## src/rtl/cpu_boot_loader.sv

```systemverilog
// -----------------------------------------------------------------------------
// cpu_boot_loader
//
// Boot-time program loader and reset sequencer for the pipeline CPU.
// A program arrives as a little-endian byte stream over a valid/ready
// handshake. Every four bytes form one 32-bit instruction word, which is
// written into the CPU instruction memory through the initialize port while
// the CPU is held in reset. After the last word and a short settling delay,
// the CPU is released to run from address 0.
//
// Parameters
//   DEPTH_WORDS  instruction memory capacity in words (longest legal program)
//   RUN_DELAY    cycles between the last write and CPU reset release (1..15)
//
// Ports
//   clk                             system clock, rising edge
//   rst                             asynchronous active-low reset
//   start                           single-cycle load request (IDLE/RUN/ERR)
//   word_count[7:0]                 program length in words, sampled on start
//   in_valid / in_data[7:0]         byte stream from the program source
//   in_ready                        byte stream ready, high only while collecting
//   cpu_rst                         CPU reset, active-high
//   initialize                      instruction memory write strobe
//   instruction_initialize_address  byte address of the word being written
//   instruction_initialize_data     instruction word being written
//   busy                            load in progress (COLLECT, WRITE, RELEASE)
//   done                            CPU running (RUN)
//   error                           rejected program length (ERR)
// -----------------------------------------------------------------------------
module cpu_boot_loader #(
  parameter int DEPTH_WORDS = 64,
  parameter int RUN_DELAY   = 2
) (
  input  logic        clk,
  input  logic        rst,
  input  logic        start,
  input  logic [7:0]  word_count,
  input  logic        in_valid,
  input  logic [7:0]  in_data,
  output logic        in_ready,
  output logic        cpu_rst,
  output logic        initialize,
  output logic [31:0] instruction_initialize_address,
  output logic [31:0] instruction_initialize_data,
  output logic        busy,
  output logic        done,
  output logic        error
);

  localparam logic [8:0] DEPTH_W9    = 9'(DEPTH_WORDS);
  localparam logic [3:0] RUN_DELAY_C = 4'(RUN_DELAY);

  typedef enum logic [2:0] {
    S_IDLE,
    S_COLLECT,
    S_WRITE,
    S_RELEASE,
    S_RUN,
    S_ERR
  } state_e;

  state_e      state_q,    state_d;
  logic [1:0]  byte_idx_q, byte_idx_d;
  logic [7:0]  k_q,        k_d;
  logic [7:0]  left_q,     left_d;
  logic [31:0] asm_q,      asm_d;
  logic [3:0]  delay_q,    delay_d;
  logic [31:0] addr_q,     addr_d;
  logic [31:0] data_q,     data_d;

  logic in_ready_q, in_ready_d;
  logic cpu_rst_q,  cpu_rst_d;
  logic init_q,     init_d;
  logic busy_q,     busy_d;
  logic done_q,     done_d;
  logic error_q,    error_d;

  logic len_bad;

  // Length is validated up front so the write address can never leave memory.
  assign len_bad = (word_count == 8'd0) || ({1'b0, word_count} > DEPTH_W9);

  always_comb begin
    state_d    = state_q;
    byte_idx_d = byte_idx_q;
    k_d        = k_q;
    left_d     = left_q;
    asm_d      = asm_q;
    delay_d    = delay_q;
    addr_d     = addr_q;
    data_d     = data_q;

    case (state_q)
      S_IDLE, S_RUN, S_ERR: begin
        if (start) begin
          if (len_bad) begin
            state_d = S_ERR;
          end else begin
            state_d    = S_COLLECT;
            k_d        = 8'd0;
            left_d     = word_count;
            byte_idx_d = 2'd0;
          end
        end
      end

      S_COLLECT: begin
        if (in_valid && in_ready_q) begin
          asm_d[{byte_idx_q, 3'b000} +: 8] = in_data;
          if (byte_idx_q == 2'd3) begin
            // The final byte goes straight into the write register so the
            // word is presented in the very next cycle.
            state_d    = S_WRITE;
            byte_idx_d = 2'd0;
            data_d     = {in_data, asm_q[23:0]};
            addr_d     = {22'd0, k_q, 2'b00};
          end else begin
            byte_idx_d = byte_idx_q + 2'd1;
          end
        end
      end

      S_WRITE: begin
        k_d    = k_q + 8'd1;
        left_d = left_q - 8'd1;
        if (left_q == 8'd1) begin
          state_d = S_RELEASE;
          delay_d = RUN_DELAY_C;
        end else begin
          state_d = S_COLLECT;
        end
      end

      S_RELEASE: begin
        // RELEASE lasts exactly RUN_DELAY cycles.
        if (delay_q <= 4'd1) begin
          delay_d = 4'd0;
          state_d = S_RUN;
        end else begin
          delay_d = delay_q - 4'd1;
        end
      end

      default: state_d = S_IDLE;
    endcase

    // Outputs are registered from the next state so they line up with it.
    in_ready_d = (state_d == S_COLLECT);
    cpu_rst_d  = (state_d != S_RUN);
    init_d     = (state_d == S_WRITE);
    busy_d     = (state_d == S_COLLECT) || (state_d == S_WRITE) ||
                 (state_d == S_RELEASE);
    done_d     = (state_d == S_RUN);
    error_d    = (state_d == S_ERR);
  end

  always_ff @(posedge clk or negedge rst) begin
    if (!rst) begin
      state_q    <= S_IDLE;
      byte_idx_q <= 2'd0;
      k_q        <= 8'd0;
      left_q     <= 8'd0;
      asm_q      <= 32'd0;
      delay_q    <= 4'd0;
      addr_q     <= 32'd0;
      data_q     <= 32'd0;
      in_ready_q <= 1'b0;
      cpu_rst_q  <= 1'b1;
      init_q     <= 1'b0;
      busy_q     <= 1'b0;
      done_q     <= 1'b0;
      error_q    <= 1'b0;
    end else begin
      state_q    <= state_d;
      byte_idx_q <= byte_idx_d;
      k_q        <= k_d;
      left_q     <= left_d;
      asm_q      <= asm_d;
      delay_q    <= delay_d;
      addr_q     <= addr_d;
      data_q     <= data_d;
      in_ready_q <= in_ready_d;
      cpu_rst_q  <= cpu_rst_d;
      init_q     <= init_d;
      busy_q     <= busy_d;
      done_q     <= done_d;
      error_q    <= error_d;
    end
  end

  assign in_ready                       = in_ready_q;
  assign cpu_rst                        = cpu_rst_q;
  assign initialize                     = init_q;
  assign instruction_initialize_address = addr_q;
  assign instruction_initialize_data    = data_q;
  assign busy                           = busy_q;
  assign done                           = done_q;
  assign error                          = error_q;

endmodule

```

## config.mk

```make
export PLATFORM = sky130hd
export DESIGN_NAME = cpu_boot_loader
export DESIGN_NICKNAME = d
export VERILOG_FILES = /design/src/rtl/cpu_boot_loader.sv
export SDC_FILE = /design/constraint.sdc
export NUM_CORES = 1
export LEC_CHECK = 0
export ABC_AREA = 0
export ABC_CLOCK_PERIOD_IN_PS = 2200
export CORE_MARGIN = 2
export CORE_UTILIZATION = 35
export CTS_BUF_LIST = sky130_fd_sc_hd__clkbuf_16
export DETAILED_ROUTE_END_ITERATION = 8
export GPL_TIMING_DRIVEN = 0
export PLACE_DENSITY = 0.63
export SLEW_MARGIN = 5
export SYNTH_ARGS = -nofsm -noshare
export SYNTH_HDL_FRONTEND = slang
export SYNTH_SLANG_ARGS = --single-unit
```

## constraint.sdc

```tcl
create_clock -name clk -period 2.2 [get_ports clk]
set_input_delay 0.33 -clock clk [delete_from_list [all_inputs] [get_ports clk]]
set_output_delay 0.33 -clock clk [all_outputs]
set_load 0.005 [all_outputs]
```

==> metrics.md, run 1 <==
| Metric | Value |
|---|---|
| Mux cell area share after synthesis | `10.73%` |
| Antenna-violating nets left | `0` |
| DR vias | `3190` |
| Storage cell area | `0.002379 sq mm` |
| Worst path required time | `2.42 ns` |
| Total gr overflow | `0` |
| Main combinational cell family by area after synthesis | `simple AND/OR/NAND/NOR gates` |
| Power density cells | `1160 mW/mm^2` |
| GP Congestion | `0.8024` |
| TritonRoute pass-1 iters | `4` |
| Initial cell density of the core | `35.37%` |
| Hold/Removal Path Class | `primary input to asynchronous set/reset pin` |
| Top cells by area, synth | `dfrtp_1, mux2_2, buf_4, nand3_1, o21ai_0` |
| Nature of the critical path startpoint | `primary input` |
| Global-route wire length before repair | `15610 um` |
| Comb power frac | `33.6%` |
| Sum Neg Setup Slack | `0 ns` |
| Synth-to-layout area growth | `30.85%` |
| Vias/cell | `4.684` |
| Clock Skews | `0.01121 ns` |
| Root buf cell | `clkbuf_16` |
| CTS Sinks | `95` |
| Compound-Gate Fraction of Synth Area | `8.740%` |
| DRC | `0` |
| CP Max Fanout | `6` |
| Die X | `116.2 um` |
| FF-to-FF path depth | `7` |
| Multi-input gate area | `0.001752 sq mm` |
| Core Box Area | `0.01247 sq mm` |
| Final Util | `46.28%` |
| DRT Wirelength | `9561 um` |
| Synthesized area | `0.004409 sq mm` |
| Total CTS buffers | `9` |
| Fin crit period | `2.074 ns` |
| Post-synthesis xor/xnor area fraction | `1.390%` |
| CTS clk-pin slew, worst paths | `0.07 ns` |
| Clk buf depth | `2` |
| Final Hold Vio Count | `0` |
| Crit. End Element | `register` |
| Worst vdd ir | `0.4197 mV` |
| Flop2flop setup slack | `0.17 ns` |
| Setup ws final | `0.1257 ns` |
| Cts hold-fix bufs | `0` |
| Ys async rst share | `100.0%` |
| Top cell type's share of synthesized area | `53.35%` |
| Final setup violation count | `0` |
| Int Pwr | `4.595 mW` |
| Number of max-cap violations | `0` |
| Vias in the first global route | `3098` |
| Yosys reg bits | `95` |
| Net switching power | `2.097 mW` |
| Die area | `0.01351 sq mm` |
| Relative slew slack | `44.44%` |
| Total power draw | `6.693 mW` |
| 1st-iter DRT viols | `149` |
| RSZ-0062 raised after global routing | `no` |
| Run status | `finished clean` |
| CTS tree | `yes` |
| Top Ports | `90` |
| Chip Height | `116.2 um` |
| IO buf count | `65` |
| CP Launch Point | `word_count[3]` |
| Clock share of power | `23.0%` |
| H-Tree Depth | `3` |
| Wire length per cell | `14.04 um` |
| Post-Synth Simple-Gate Area | `13.28%` |
| ANT cells | `0` |
| Nets@finish | `534` |
| Cells after Synth | `399` |
| Fmax | `0.4821 GHz` |
| Synth area leader | `dfrtp_1` |
| Dpl ws | `-0.4663 ns` |
| Pin count of the biggest net entering global routing | `50` |
| Fillers | `1166` |
| Yosys synthesis warning count | `0` |
| Syn avg cell area | `11.05 sq um` |
| Worst skew pair latency | `0.34 ns` |
| Hpwl dp | `6771 um` |
| Distinct cells, synth | `55` |
| Reg2reg start | `state_q[2]` |
| CP endpoint | `left_q[0]` |
| Register area share after synthesis | `53.94%` |
| Layout cell share with drive strength beyond 1 | `21.61%` |
| Arr. time, crit path | `2.29 ns` |
| Leakage | `2.633 nW` |
| Post-synth EDFFs | `0` |
| Net Sw Frac | `31.34%` |
| Final period utilization | `94.29%` |
| Worst slew pin tran | `0.8271 ns` |
| Synth Area in Adders | `2.838%` |
| R2R Path End | `asm_q[23]` |
| Seq pwr share | `43.4%` |
| # rows | `41` |
| GRT Util Overall | `14.88%` |
| Max-slew violations | `0` |
| CP Class | `primary input to register` |
| Ys flop type | `dfrtp_1` |
| Antenna violations before repair | `0` |
-- cell type report --
class | instances | share of cell area (%)
Buffer | 41 | 4.663
Multi-Input combinational cell | 248 | 30.36
Clock buffer | 9 | 3.904
Inverter | 37 | 2.407
Clock inverter | 7 | 1.236
Sequential cell | 95 | 41.23
Tap cell | 172 | 3.730
Timing Repair Buffer | 72 | 12.47
-- layer usage --
metal	up-vias	track usage [%]	share of wire [%]	wire length, um
li1	1545	-	-	-
met1	1585	20.52	48	4583
met2	50	23.33	47	4509
met3	10	2.439	3.3	313
met4	0	6.349	1.6	155
met5	-	0	0	0
-- cell usage in the layout (no fill, tap or decap), types with 10 or more instances in the layout --
| cell | netlist | routed |
|---|---|---|
| dfrtp_1 | 94 | 94 |
| clkdlybuf4s50_1 | 0 | 60 |
| mux2_2 | 42 | 42 |
| inv_1 | 37 | 37 |
| buf_4 | 24 | 31 |
| o21ai_0 | 28 | 28 |
| nand3_1 | 29 | 28 |
| conb_1 | 1 | 24 |
| nor2_1 | 15 | 15 |
| nand2_1 | 14 | 14 |
| ha_1 | 10 | 10 |
-- worst max-delay path, cell delays in order --
cell and delay [ns]:
dlygate4sd2_1 0.24, or4_4 0.54, or4_4 0.43, buf_6 0.14, and3_4 0.16, buf_6 0.12, a221o_1 0.33
-- stage by stage --
stage | cell area [sq um] | hold slack [ns] | std cells
6_report | 5769 | 0.009638 | 681
5_1_grt | 5769 | 0.05194 | 681
4_1_cts | 5751 | 0.02812 | 680
3_5_place_dp | 5386 | 0.3835 | 660
3_3_place_gp | 5361 | 0.4910 | 659
2_1_floorplan | 4496 | 0.03441 | 422
-- flip-flops by register name (all words and copies together) (netlist names) --
signal                          flops
asm_q                              24
busy                                1
byte_idx_q                          2
cpu_rst                             1
delay_q                             4
done                                1
error                               1
in_ready                            1
initialize                          1
instruction_initialize_address      8
instruction_initialize_data        32
k_q                                 8
left_q                              8
state_q                             3
-- synthesized netlist by cell type (3+ instances only) --
| cell type | instances |
|---|---|
| dfrtp_1 | 94 |
| mux2_2 | 42 |
| inv_1 | 37 |
| nand3_1 | 29 |
| o21ai_0 | 28 |
| buf_4 | 24 |
| nor2_1 | 15 |
| clkbuf_1 | 14 |
| nand2_1 | 14 |
| ha_1 | 10 |
| nor3_1 | 10 |
| a31oi_1 | 5 |
| nand4_1 | 5 |
| xnor2_1 | 5 |
| and3_1 | 4 |
| nor2b_1 | 4 |
| nor3b_1 | 4 |
| nor4_1 | 4 |
| a21oi_1 | 3 |
| o21ai_1 | 3 |
-- cell families (layout without fill, tap and decap cells) --
logic type                 after synthesis  after routing
and+or+nand+nor                        106            106
DFF                                     95             95
buffers and inverters                   79            166
AOI/OAI and AO/OA                       59             59
muxes                                   42             42
adders and majority gates               10             10
xor gates and xnor gates                 7              7
other                                    1             24
-- power by group through the flow --
stage / clock network, mW / registers, mW / logic (mW)
floorplan: 0 / 2.84 / 1.20
global placement: 0 / 2.92 / 2.16
detailed placement: 0 / 2.93 / 2.23
CTS: 1.57 / 2.91 / 2.27
global route: 1.65 / 3.00 / 2.52
finish: 1.54 / 2.90 / 2.25
-- worst min path at each step --
stage | startpoint | end | slack [ns] | depth (start not counted)
floorplan | rst | asm_q[0] | 0.03 | 0
global placement | instruction_initialize_data[27] | instruction_initialize_data[27] | 0.49 | 1
detailed placement | rst | initialize | 0.38 | 1
CTS | rst | left_q[2] | 0.03 | 1
global route | rst | left_q[2] | 0.05 | 1
finish | rst | left_q[2] | 0.01 | 1
-- timing repair --
item	4_1_cts	5_1_grt
setup endpoints to repair	57	40
gates resized for setup	16	4
buffers inserted	4	2
pin swaps	1	2
hold endpoints to repair	0	0
No activity file was read; power rests on OpenSTA's default activity.
==> run 2: changes to the inputs <==
Settings changed: CTS_CLUSTER_DIAMETER set to 100, DONT_BUFFER_PORTS set to 1, PLACE_DENSITY 0.63 to 0.54.
==> run 2 against run 1 <==
  * The flow now finishes with violations (negative hold slack)
  * Sequential share of layout area increased by 5.9 points
  * Count of clock-buffer cells in the layout unchanged
  * Worst hold slack worse by 0.33 ns
  * Routed wire length decreased by 3.5%
  * Global-route usage fell by 0.90 points
  * Critical endpoint is now instruction_initialize_data[14]
==> metrics.md, run 2 (same netlist as run 1, synthesis figures left out) <==
| Metric | Value |
|---|---|
| Vias in the first global route | `2893 (was 3098)` |
| Run status | `finished with violations (was finished clean)` |
| Relative slew slack | `40.07% (was 44.44%)` |
| Core Box Area | `0.01247 sq mm (unchanged)` |
| CP cell instances | `clkbuf_1 -> and4b_2 -> nand3_2 -> clkbuf_2 -> mux2_2 (was dlygate4sd2_1 -> or4_4 -> or4_4 -> buf_6 -> and3_4 -> buf_6 -> a221o_1)` |
| Chip Height | `116.2 um (unchanged)` |
| Total CTS buffers | `9 (unchanged)` |
| Wire length per cell | `15.15 um (was 14.04 um)` |
| Worst skew pair latency | `0.34 ns (about the same)` |
| Hold/Removal Path Class | `primary input to asynchronous set/reset pin (unchanged)` |
| Layout cell share with drive strength beyond 1 | `23.39% (was 21.61%)` |
| Hpwl dp | `6442 um (was 6771 um)` |
| Fin crit period | `2.032 ns (was 2.074 ns)` |
| Worst vdd ir | `0.3713 mV (was 0.4197 mV)` |
| CTS clk-pin slew, worst paths | `0.07 ns (about the same)` |
| # rows | `41 (unchanged)` |
| Total gr overflow | `0 (unchanged)` |
| Vias/cell | `4.788 (was 4.684)` |
| Arr. time, crit path | `2.25 ns (was 2.29 ns)` |
| Clk buf depth | `2 (unchanged)` |
| Power density cells | `1205 mW/mm^2 (was 1160 mW/mm^2)` |
| Reg2reg start | `state_q[2] (unchanged)` |
| DRT Wirelength | `9229 um (was 9561 um)` |
| GP Congestion | `0.8569 (was 0.8024)` |
| CTS tree | `yes (unchanged)` |
| Fmax | `0.4922 GHz (was 0.4821 GHz)` |
| Nets@finish | `462 (was 534)` |
| Most frequent cells in the layout | `dfrtp_1, mux2_2, inv_1 (was dfrtp_1, clkdlybuf4s50_1, mux2_2)` |
| Critical Path Max Stage Delay | `0.38 ns (was 0.54 ns)` |
| Final setup violation count | `0 (unchanged)` |
| Crit. End Element | `register (unchanged)` |
| CP Class | `register to register (was primary input to register)` |
| GRT Util Overall | `13.98% (was 14.88%)` |
| Final Hold Vio Count | `95 (was 0)` |
| Hold WS | `-0.3184 ns (was 0.009638 ns)` |
| DRC | `0 (unchanged)` |
| Final period utilization | `92.35% (was 94.29%)` |
| Initial cell density of the core | `35.37% (unchanged)` |
| Failing checks | `negative hold slack` |
| TritonRoute pass-1 iters | `4 (unchanged)` |
| CP Max Fanout | `10 (was 6)` |
| DR vias | `2916 (was 3190)` |
| Die area | `0.01351 sq mm (unchanged)` |
| Pin count of the biggest net entering global routing | `96 (was 50)` |
| Worst path required time | `2.42 ns (about the same)` |
| Leakage | `2.346 nW (was 2.633 nW)` |
| Total power draw | `6.087 mW (was 6.693 mW)` |
| Max-slew violations | `0 (unchanged)` |
| Antenna-violating nets left | `0 (unchanged)` |
| Worst path slowest cell | `mux2_2 (was or4_4)` |
| Antenna violations before repair | `1 (was 0)` |
| Number of max-cap violations | `0 (unchanged)` |
| Most common cell after layout, fill and taps aside | `dfrtp_1 (unchanged)` |
| Global-route wire length before repair | `14740 um (was 15610 um)` |
| FF-to-FF path depth | `5 (was 7)` |
| Synth-to-layout area growth | `14.59% (was 30.85%)` |
| Worst slew pin tran | `0.8921 ns (was 0.8271 ns)` |
| R2R Path End | `instruction_initialize_data[14] (was asm_q[23])` |
| Max reg flops | `32 (unchanged)` |
| Root buf cell | `clkbuf_16 (unchanged)` |
| Die X | `116.2 um (unchanged)` |
| Nature of the critical path startpoint | `register (was primary input)` |
| RSZ-0062 raised after global routing | `no (unchanged)` |
| Clock Skews | `0.01267 ns (was 0.01121 ns)` |
| Top Ports | `90 (unchanged)` |
| CTS Sinks | `95 (unchanged)` |
| Flop2flop setup slack | `0.17 ns (about the same)` |
| IO buf count | `0 (was 65)` |
| H-Tree Depth | `3 (unchanged)` |
| 1st-iter DRT viols | `147 (was 149)` |
-- run 2: final cells by class --
class	instances	area [sq um]
fillers	1165	7413
flip-flops and latches	95	2379
multi-input cells	248	1745
plain buffers	41	262.8
clock buffers	9	225.2
well taps	172	215.2
inverters	37	138.9
clock inverters	6	83.83
diodes	1	2.502
-- run 2: routing by layer --
metal | vias to the layer above | part of all wire [%] | GRT usage (%) | routed length [um]
li1 | 1408 | - | - | -
met1 | 1431 | 46 | 18.44 | 4246
met2 | 68 | 46 | 21.67 | 4268
met3 | 9 | 6.5 | 4.670 | 600
met4 | 0 | 1.2 | 4.841 | 113
met5 | - | 0 | 0 | 0
-- run 2: how the worst max path moves through the flow --
stage	start	end	slack (ns)	cells after the start
floorplan	word_count[5]	left_q[0]	0.05	6
global placement	state_q[2]	instruction_initialize_data[21]	-0.23	6
detailed placement	state_q[2]	instruction_initialize_data[14]	-0.24	6
CTS	state_q[2]	asm_q[22]	0.03	8
global route	byte_idx_q[0]	asm_q[17]	0.02	6
finish	state_q[2]	instruction_initialize_data[14]	0.17	5
-- run 2: power breakdown --
part / switching (mW) / internal (mW)
combinational: 0.745 / 0.719
clock: 0.651 / 0.988
sequential: 0.555 / 2.43
total: 1.95 / 4.14
-- run 2: worst max-delay path, delay by kind of cell, from the launching register on --
kind,cells,cell delay (ns)
buffers and inverters,2,0.68
DFF,1,0.32
and+or+nand+nor,2,0.54
muxes,1,0.38
-- run 2: per-stage QoR --
step / std cells / setup TNS (ns) / instance area (sq um) / setup WS [ns] / util [%]
after floorplan: 422 / 0 / 4496 / 0.05292 / -
after CTS: 609 / 0 / 5044 / 0.03261 / 40.46
final: 609 / 0 / 5052 / 0.1683 / 40.53
after global routing: 609 / 0 / 5052 / 0.02230 / 40.53
after global placement: 594 / -7.301 / 4711 / -0.2252 / 37.79
after detailed placement: 594 / -8.784 / 4711 / -0.2447 / 37.79
-- run 2: timing repair --
item | in CTS | in global routing
setup endpoints to repair | 56 | 59
setup buffers | 0 | 0
hold endpoints to repair | 95 | 95
gates resized for setup | 10 | 3
